### src/rtl/spi_eeprom_responder_pkg.sv
// Shared opcodes and FSM state encoding for the SPI EEPROM responder.
package spi_eeprom_pkg;

   localparam logic [7:0] OP_WREN  = 8'h06;
   localparam logic [7:0] OP_WRDI  = 8'h04;
   localparam logic [7:0] OP_RDSR  = 8'h05;
   localparam logic [7:0] OP_READ  = 8'h03;
   localparam logic [7:0] OP_WRITE = 8'h02;

   typedef enum logic [2:0] {
      IDLE, CMD, ADDR, READ, WRITE, RDSR, IGNORE
   } state_t;

endpackage

### src/rtl/spi_eeprom_responder_sync_edge.sv
// 2-FF synchronizer with one extra stage for rise/fall detection.
module spi_sync_edge #(
   parameter logic RST_VAL = 1'b0
) (
   input  logic i_clk,
   input  logic i_rst,
   input  logic i_d,
   output logic o_q,
   output logic o_rise,
   output logic o_fall
);

   logic r_s1, r_s2, r_s3;

   always_ff @(posedge i_clk) begin
      if (i_rst) begin
         r_s1 <= RST_VAL;
         r_s2 <= RST_VAL;
         r_s3 <= RST_VAL;
      end else begin
         r_s1 <= i_d;
         r_s2 <= r_s1;
         r_s3 <= r_s2;
      end
   end

   assign o_q    = r_s2;
   assign o_rise = r_s2 & ~r_s3;
   assign o_fall = ~r_s2 & r_s3;

endmodule

### src/rtl/spi_eeprom_responder.sv
// SPI mode-0 slave with an EEPROM command set (WREN/WRDI/RDSR/READ/WRITE)
// over an on-chip byte memory; all SPI pins are oversampled on FCLK_CLK0.
module spi_eeprom_responder
   import spi_eeprom_pkg::*;
#(
   parameter int DEPTH  = 256,
   parameter int ADDR_W = 8,
   parameter int PAGE   = 16
) (
   input  logic FCLK_CLK0,
   input  logic RST,
   input  logic i_sclk,
   input  logic i_mosi,
   input  logic i_ss_n,
   output logic o_miso,
   output logic o_miso_oe,
   output logic o_wel,
   output logic o_cmd_err
);

   localparam logic [ADDR_W-1:0] PMASK = ADDR_W'(PAGE - 1);

   state_t              r_state, w_state_nx;
   logic [2:0]          r_bit_cnt;
   logic [7:0]          r_shift_in, r_miso_sr, r_rdata;
   logic [ADDR_W-1:0]   r_addr;
   logic                r_wel, r_is_write, r_wr_armed, r_cmd_err;
   logic                r_mosi_s1, r_mosi_s2;
   logic [1:0]          r_ld_pipe;
   logic [7:0]          r_mem [DEPTH];

   logic w_sclk_rise, w_sclk_fall, w_unused_sclk_lvl;
   logic w_ss_n, w_ss_rise, w_ss_fall;
   logic w_byte_done;
   logic [7:0] w_byte;
   logic w_set_wel, w_clr_wel, w_cmd_err, w_ld_sts, w_ld_addr;
   logic w_rd_start, w_rd_next, w_wr_next, w_set_wr, w_set_rd, w_mem_we;

   spi_sync_edge #(.RST_VAL(1'b0)) u_sclk (
      .i_clk (FCLK_CLK0), .i_rst (RST), .i_d (i_sclk),
      .o_q (w_unused_sclk_lvl), .o_rise (w_sclk_rise), .o_fall (w_sclk_fall)
   );

   // ss_n resets high so releasing reset never looks like a select
   spi_sync_edge #(.RST_VAL(1'b1)) u_ss (
      .i_clk (FCLK_CLK0), .i_rst (RST), .i_d (i_ss_n),
      .o_q (w_ss_n), .o_rise (w_ss_rise), .o_fall (w_ss_fall)
   );

   assign w_byte      = {r_shift_in[6:0], r_mosi_s2};
   assign w_byte_done = w_sclk_rise & (r_bit_cnt == 3'd7) & ~w_ss_n;
   assign w_mem_we    = w_wr_next & r_wel & ~RST;

   always_ff @(posedge FCLK_CLK0) begin
      if (RST) r_state <= IDLE;
      else     r_state <= w_state_nx;
   end

   always_comb begin
      w_state_nx = r_state;
      w_set_wel  = 1'b0;
      w_clr_wel  = 1'b0;
      w_cmd_err  = 1'b0;
      w_ld_sts   = 1'b0;
      w_ld_addr  = 1'b0;
      w_rd_start = 1'b0;
      w_rd_next  = 1'b0;
      w_wr_next  = 1'b0;
      w_set_wr   = 1'b0;
      w_set_rd   = 1'b0;
      if (w_ss_rise) begin
         w_state_nx = IDLE;
         w_clr_wel  = r_wr_armed;
      end else begin
         case (r_state)
            IDLE: if (w_ss_fall) w_state_nx = CMD;
            CMD: if (w_byte_done) begin
               case (w_byte)
                  OP_WREN:  begin w_set_wel = 1'b1; w_state_nx = IGNORE; end
                  OP_WRDI:  begin w_clr_wel = 1'b1; w_state_nx = IGNORE; end
                  OP_RDSR:  begin w_ld_sts  = 1'b1; w_state_nx = RDSR;   end
                  OP_READ:  begin w_set_rd  = 1'b1; w_state_nx = ADDR;   end
                  OP_WRITE: begin w_set_wr  = 1'b1; w_state_nx = ADDR;   end
                  default:  begin w_cmd_err = 1'b1; w_state_nx = IGNORE; end
               endcase
            end
            ADDR: if (w_byte_done) begin
               w_ld_addr  = 1'b1;
               w_rd_start = ~r_is_write;
               w_state_nx = r_is_write ? WRITE : READ;
            end
            READ:  if (w_byte_done) w_rd_next = 1'b1;
            WRITE: if (w_byte_done) w_wr_next = 1'b1;
            RDSR:  if (w_byte_done) w_ld_sts  = 1'b1;
            default: ;
         endcase
      end
   end

   always_ff @(posedge FCLK_CLK0) begin
      if (RST) begin
         r_bit_cnt  <= '0;
         r_shift_in <= '0;
         r_miso_sr  <= '0;
         r_addr     <= '0;
         r_wel      <= 1'b0;
         r_is_write <= 1'b0;
         r_wr_armed <= 1'b0;
         r_cmd_err  <= 1'b0;
         r_mosi_s1  <= 1'b0;
         r_mosi_s2  <= 1'b0;
         r_ld_pipe  <= '0;
      end else begin
         r_mosi_s1 <= i_mosi;
         r_mosi_s2 <= r_mosi_s1;
         r_cmd_err <= w_cmd_err;
         r_ld_pipe <= {r_ld_pipe[0], w_rd_start | w_rd_next};

         if (w_ss_fall || w_ss_rise) begin
            r_bit_cnt  <= '0;
            r_shift_in <= '0;
         end else if (w_sclk_rise && !w_ss_n) begin
            r_bit_cnt  <= r_bit_cnt + 3'd1;
            r_shift_in <= w_byte;
         end

         if (w_set_wel)      r_wel <= 1'b1;
         else if (w_clr_wel) r_wel <= 1'b0;

         if (w_set_wr)      r_is_write <= 1'b1;
         else if (w_set_rd) r_is_write <= 1'b0;

         if (w_ss_rise)                     r_wr_armed <= 1'b0;
         else if (w_ld_addr && r_is_write) r_wr_armed <= 1'b1;

         // Reads wrap the whole array; writes wrap inside the current page
         if (w_ld_addr)      r_addr <= w_byte[ADDR_W-1:0];
         else if (w_rd_next) r_addr <= r_addr + ADDR_W'(1);
         else if (w_wr_next) r_addr <= (r_addr & ~PMASK) | ((r_addr + ADDR_W'(1)) & PMASK);

         // No shift on the fall that follows a byte boundary: bit 7 must stay up
         if (w_ss_fall)                                 r_miso_sr <= '0;
         else if (w_ld_sts)                             r_miso_sr <= {6'b0, r_wel, 1'b0};
         else if (r_ld_pipe[1] && r_state == READ)      r_miso_sr <= r_rdata;
         else if (w_sclk_fall && r_bit_cnt != 3'd0)     r_miso_sr <= {r_miso_sr[6:0], 1'b0};
      end
   end

   always_ff @(posedge FCLK_CLK0) begin
      if (w_mem_we) r_mem[r_addr] <= w_byte;
      r_rdata <= r_mem[r_addr];
   end

   assign o_miso    = ((r_state == READ) || (r_state == RDSR)) & r_miso_sr[7];
   assign o_miso_oe = ~w_ss_n;
   assign o_wel     = r_wel;
   assign o_cmd_err = r_cmd_err;

endmodule

### config.mk
export PLATFORM = sky130hd
export DESIGN_NAME = spi_eeprom_responder
export DESIGN_NICKNAME = d
export VERILOG_FILES = /design/src/rtl/spi_eeprom_responder_pkg.sv /design/src/rtl/spi_eeprom_responder_sync_edge.sv /design/src/rtl/spi_eeprom_responder.sv
export SDC_FILE = /design/constraint.sdc
export NUM_CORES = 2
export LEC_CHECK = 0
export ABC_AREA = 1
export CAP_MARGIN = 10
export CORE_ASPECT_RATIO = 1.25
export CORE_MARGIN = 8
export CORE_UTILIZATION = 60
export CTS_BUF_LIST = sky130_fd_sc_hd__clkbuf_4
export DETAILED_ROUTE_END_ITERATION = 10
export MAX_ROUTING_LAYER = met4
export PLACE_DENSITY = 0.78
export SETUP_SLACK_MARGIN = 0.2
export SLEW_MARGIN = 20
export SYNTH_ARGS = -nofsm -noshare
export SYNTH_HDL_FRONTEND = slang
export SYNTH_HIERARCHICAL = 1
export SYNTH_SLANG_ARGS = --single-unit
### constraint.sdc
create_clock -name FCLK_CLK0 -period 4.55 [get_ports FCLK_CLK0]
set_clock_uncertainty 0.05 [all_clocks]
set_input_delay 0.6825 -clock FCLK_CLK0 [delete_from_list [all_inputs] [get_ports FCLK_CLK0]]
set_output_delay 0.6825 -clock FCLK_CLK0 [all_outputs]
set_load 0.02 [all_outputs]
==> metrics.txt <==
# TYPE chip_impl_metric gauge
chip_impl_metric{name="synthesis.instances",unit=""} 8722
chip_impl_metric{name="port_buffers",unit=""} 8
chip_impl_metric{name="rows",unit=""} 158
chip_impl_metric{name="power.density_cell_area",unit="nW/um^2"} 357
chip_impl_info{name="layout_commonest_cell",value="sky130_fd_sc_hd__nand2_1"} 1
chip_impl_metric{name="synth_nets",unit=""} 8734
chip_impl_metric{name="finalSetupViolCount",unit=""} 0
chip_impl_metric{name="ctsLongestPathBuffers",unit=""} 4
chip_impl_info{name="dominant_combinational_cell_family_by_area_after_synthesis",value="simple AND/OR/NAND/NOR gates"} 1
chip_impl_info{name="worst_setup_path_start_kind",value="flop"} 1
chip_impl_metric{name="finalWorstSetupSlack",unit="ps"} 302
chip_impl_metric{name="firstDrtPassIters",unit=""} 7
chip_impl_metric{name="synth_mux_area_share",unit="%"} 0
chip_impl_info{name="clk_root_buffer_cell",value="sky130_fd_sc_hd__clkbuf_4"} 1
chip_impl_metric{name="io-pin-count",unit=""} 9
chip_impl_metric{name="fmax",unit="MHz"} 235
chip_impl_metric{name="die_height",unit="um"} 447
chip_impl_metric{name="global_router_s_overall_resource_usage",unit="%"} 28.3
chip_impl_metric{name="timing.critical_path.required",unit="ps"} 5420
chip_impl_metric{name="starting_drc_count_in_detailed_routing",unit=""} 7443
chip_impl_metric{name="design.final.nets",unit=""} 8908
chip_impl_metric{name="ys_seq_elements",unit=""} 2099
chip_impl_metric{name="leakagePower",unit="nW"} 40.7
chip_impl_metric{name="cts.reportedPaths.clkPinSlew",unit="ps"} 70
chip_impl_metric{name="finalPower",unit="mW"} 34.6
chip_impl_metric{name="clk_latency",unit="ps"} 1380
chip_impl_info{name="end_kind",value="flop"} 1
chip_impl_metric{name="total_clock_buffers_created_by_cts",unit=""} 464
chip_impl_metric{name="critical_path_arrival",unit="ps"} 5120
chip_impl_metric{name="globalRoute.totalOverflow",unit=""} 0
chip_impl_metric{name="antenna_found_initial",unit=""} 5
chip_impl_metric{name="postSynthAreaPerCell",unit="um^2"} 10.2
chip_impl_metric{name="layout_overhead_on_the_synthesized_area",unit="%"} 8.58
chip_impl_metric{name="yosys.area_share.simple",unit="%"} 20.5
chip_impl_metric{name="initial_utilization",unit="%"} 60.3
chip_impl_metric{name="synth-adder-area-share",unit="%"} 0.0983
chip_impl_metric{name="max_slew.worst_pin.slew",unit="ps"} 1190
chip_impl_metric{name="synthesis.yosys.warnings",unit=""} 6
chip_impl_metric{name="grt_max_degree",unit=""} 224
chip_impl_metric{name="final_min_period_over_clock_period",unit="%"} 93.4
chip_impl_metric{name="vias_per_cell",unit=""} 5.53
chip_impl_info{name="outcome",value="finished, final reports clean"} 1
chip_impl_metric{name="xor_and_xnor_fraction_of_the_mapped_netlist_area",unit="%"} 0
chip_impl_metric{name="worst_ir_drop_vdd",unit="mV"} 0.183
chip_impl_metric{name="total_drc_errors_in_the_routed_layout",unit=""} 0
chip_impl_metric{name="critPathMaxFanout",unit=""} 16
chip_impl_metric{name="place_ws",unit="ps"} 36.6
chip_impl_metric{name="multi_input_area",unit="um^2"} 21600
chip_impl_metric{name="yosysUniqueCellTypes",unit=""} 33
chip_impl_metric{name="final-hold-violation-count",unit=""} 0
chip_impl_metric{name="detail_route.wl_per_cell",unit="um"} 20.1
chip_impl_metric{name="syn_area",unit="um^2"} 89100
chip_impl_info{name="tritoncts_clock_tree",value="yes"} 1
chip_impl_metric{name="cts.sink_count",unit=""} 2099
chip_impl_metric{name="final_antenna_net_count",unit=""} 0
chip_impl_metric{name="timing.slew.headroom",unit="%"} 20.4
chip_impl_metric{name="vias_after_detailed_routing",unit=""} 61700
chip_impl_metric{name="die_area",unit="um^2"} 161000
chip_impl_metric{name="drive_gt1_share",unit="%"} 9.57
chip_impl_metric{name="grt_first_pass_wirelength",unit="um"} 341000
chip_impl_info{name="unrepaired_setup_endpoints_after_global_routing",value="true"} 1
chip_impl_metric{name="clock_tree.htree_level_count",unit=""} 5
chip_impl_metric{name="die_extent_in_x",unit="um"} 361
chip_impl_metric{name="timing.final.max_slew_violations",unit=""} 0
chip_impl_metric{name="finished_core_util",unit="%"} 65.4
chip_impl_metric{name="drv_cap",unit=""} 0
chip_impl_metric{name="fill_cell_total_of_the_finished_layout",unit=""} 11100
chip_impl_info{name="layout.cells.most_common_list",value="3422 x sky130_fd_sc_hd__nand2_1, 2048 x sky130_fd_sc_hd__edfxtp_1, 911 x sky130_fd_sc_hd__nor2_1"} 1
chip_impl_metric{name="ff_latch_area",unit="um^2"} 62600
chip_impl_metric{name="fp.coreArea",unit="um^2"} 148000
chip_impl_metric{name="place_hpwl",unit="um"} 130000
chip_impl_metric{name="fin_crit",unit="ps"} 4250
chip_impl_metric{name="globalplace.congestion",unit=""} 0.928
chip_impl_info{name="hold_path_class",value="input port to flop"} 1
chip_impl_info{name="timing.setup.critical_path_class",value="flop to flop"} 1
chip_impl_metric{name="synth-compound-area-share",unit="%"} 3.52
chip_impl_metric{name="synth_seq_area_share",unit="%"} 70.1
chip_impl_metric{name="first_global_vias",unit=""} 60600
chip_impl_metric{name="route.final.wire_length",unit="um"} 225000
-- through the flow --
step | cell area, um^2 | instances | setup TNS (ps) | hold WS [ps]
5_1_grt | 96800 | 11200 | 0 | 94.3
3_5_place_dp | 91200 | 10300 | 0 | 345
6_report | 96800 | 11200 | 0 | 193
3_3_place_gp | 91200 | 10300 | -11830 | 337
4_1_cts | 96700 | 11100 | 0 | 35.2
2_1_floorplan | 89100 | 8722 | 0 | 331
-- critical path, stage by stage (launching register included) --
cell and delay (ps):
sky130_fd_sc_hd__dfxtp_1 370, sky130_fd_sc_hd__ha_1 170, sky130_fd_sc_hd__ha_1 140, sky130_fd_sc_hd__nand2_1 50
sky130_fd_sc_hd__nor2_1 140, sky130_fd_sc_hd__nand2_1 140, sky130_fd_sc_hd__inv_1 140, sky130_fd_sc_hd__nand4_1 130
sky130_fd_sc_hd__inv_1 110, sky130_fd_sc_hd__nand3_1 190, sky130_fd_sc_hd__nor2_2 650, sky130_fd_sc_hd__nand2_1 740
sky130_fd_sc_hd__nor2_1 750
-- final timing paths --
kind	endpoint	startpoint	cells after the start	slack, ps
max	r_mem[37][4]	r_bit_cnt[0]	12	300
min	r_mosi_s1	RST	3	190
max reg2reg	r_mem[37][4]	r_bit_cnt[0]	12	300
min reg2reg	r_ld_pipe[1]	r_ld_pipe[0]	2	360
-- flip-flops by register name, summed over array words and instances, names as in the netlist --
signal,count
u_ss/o_q,1
r_mem,2048
r_wr_armed,1
r_state,3
u_ss/r_s1,1
r_rdata,8
o_wel,1
o_cmd_err,1
r_is_write,1
r_shift_in,7
u_sclk/r_s1,1
u_sclk/o_q,1
u_sclk/r_s3,1
r_bit_cnt,3
r_mosi_s1,1
r_addr,8
r_ld_pipe,2
r_miso_sr,8
u_ss/r_s3,1
r_mosi_s2,1
-- Yosys cell counts (all sizes together) --
cell     instances  share of area [%]
inv            812                3.4
nand3          351                2.0
clkbuf         213               0.90
clkinv           3              0.013
o221ai           1             0.0098
a211oi           8              0.067
dfxtp           51                1.1
o211ai           4              0.034
a21boi           1             0.0084
a311oi           1             0.0098
edfxtp        2048                 69
o21ai          572                3.2
a2111oi          1             0.0098
a31oi           12              0.084
a21oi           13              0.073
nor2           943                4.0
nand4           10              0.070
ha               7              0.098
nor4             1             0.0070
or2              1             0.0070
buf            230                1.4
nand2         3436                 14
nor3             1              0.011
a32oi            1             0.0098
o22ai            1             0.0070
-- area by class of cell --
type | instances | share of cell area [%]
tap | 1920 | 2.48
inverter | 815 | 3.18
clock buffer | 635 | 4.93
clock inverter | 155 | 0.712
timing repair buffer | 151 | 1.67
sequential | 2099 | 64.6
antenna | 11 | 0.0284
multi-input combinational | 5365 | 22.4
-- per-layer routing --
layer  routed length [um]  global-route usage, %  vias up  part of all wire (%)
met5                    0                      -        -                     0
met4                12600                   15.4        0                   5.6
met3                21500                   5.29      633                   9.6
met2               107000                   45.3     3424                    48
met1                83300                   34.3    28700                    37
li1                     -                      -    28900                     -
-- cell families after synthesis --
kind of cell    count (synthesis)
compound gates                615
buf+inv                      1258
flops                        2099
fa+ha+maj                       7
simple gates                 4743
-- power breakdown --
| part | total (mW) | internal (mW) | switching (mW) |
|---|---|---|---|
| sequential | 20.9 | 20.9 | 0.0207 |
| combinational | 0.129 | 0.0252 | 0.103 |
| clock | 13.5 | 6.56 | 6.92 |
-- what timing repair did --
item | 4_1_cts | 5_1_grt
resized for setup | 1 | 26
hold buffers | 3 | 0
buffers inserted | 0 | 0
setup endpoints to repair | 58 | 575
endpoints found under the hold margin | 3 | 0
Power figures use the tool's default switching activity.
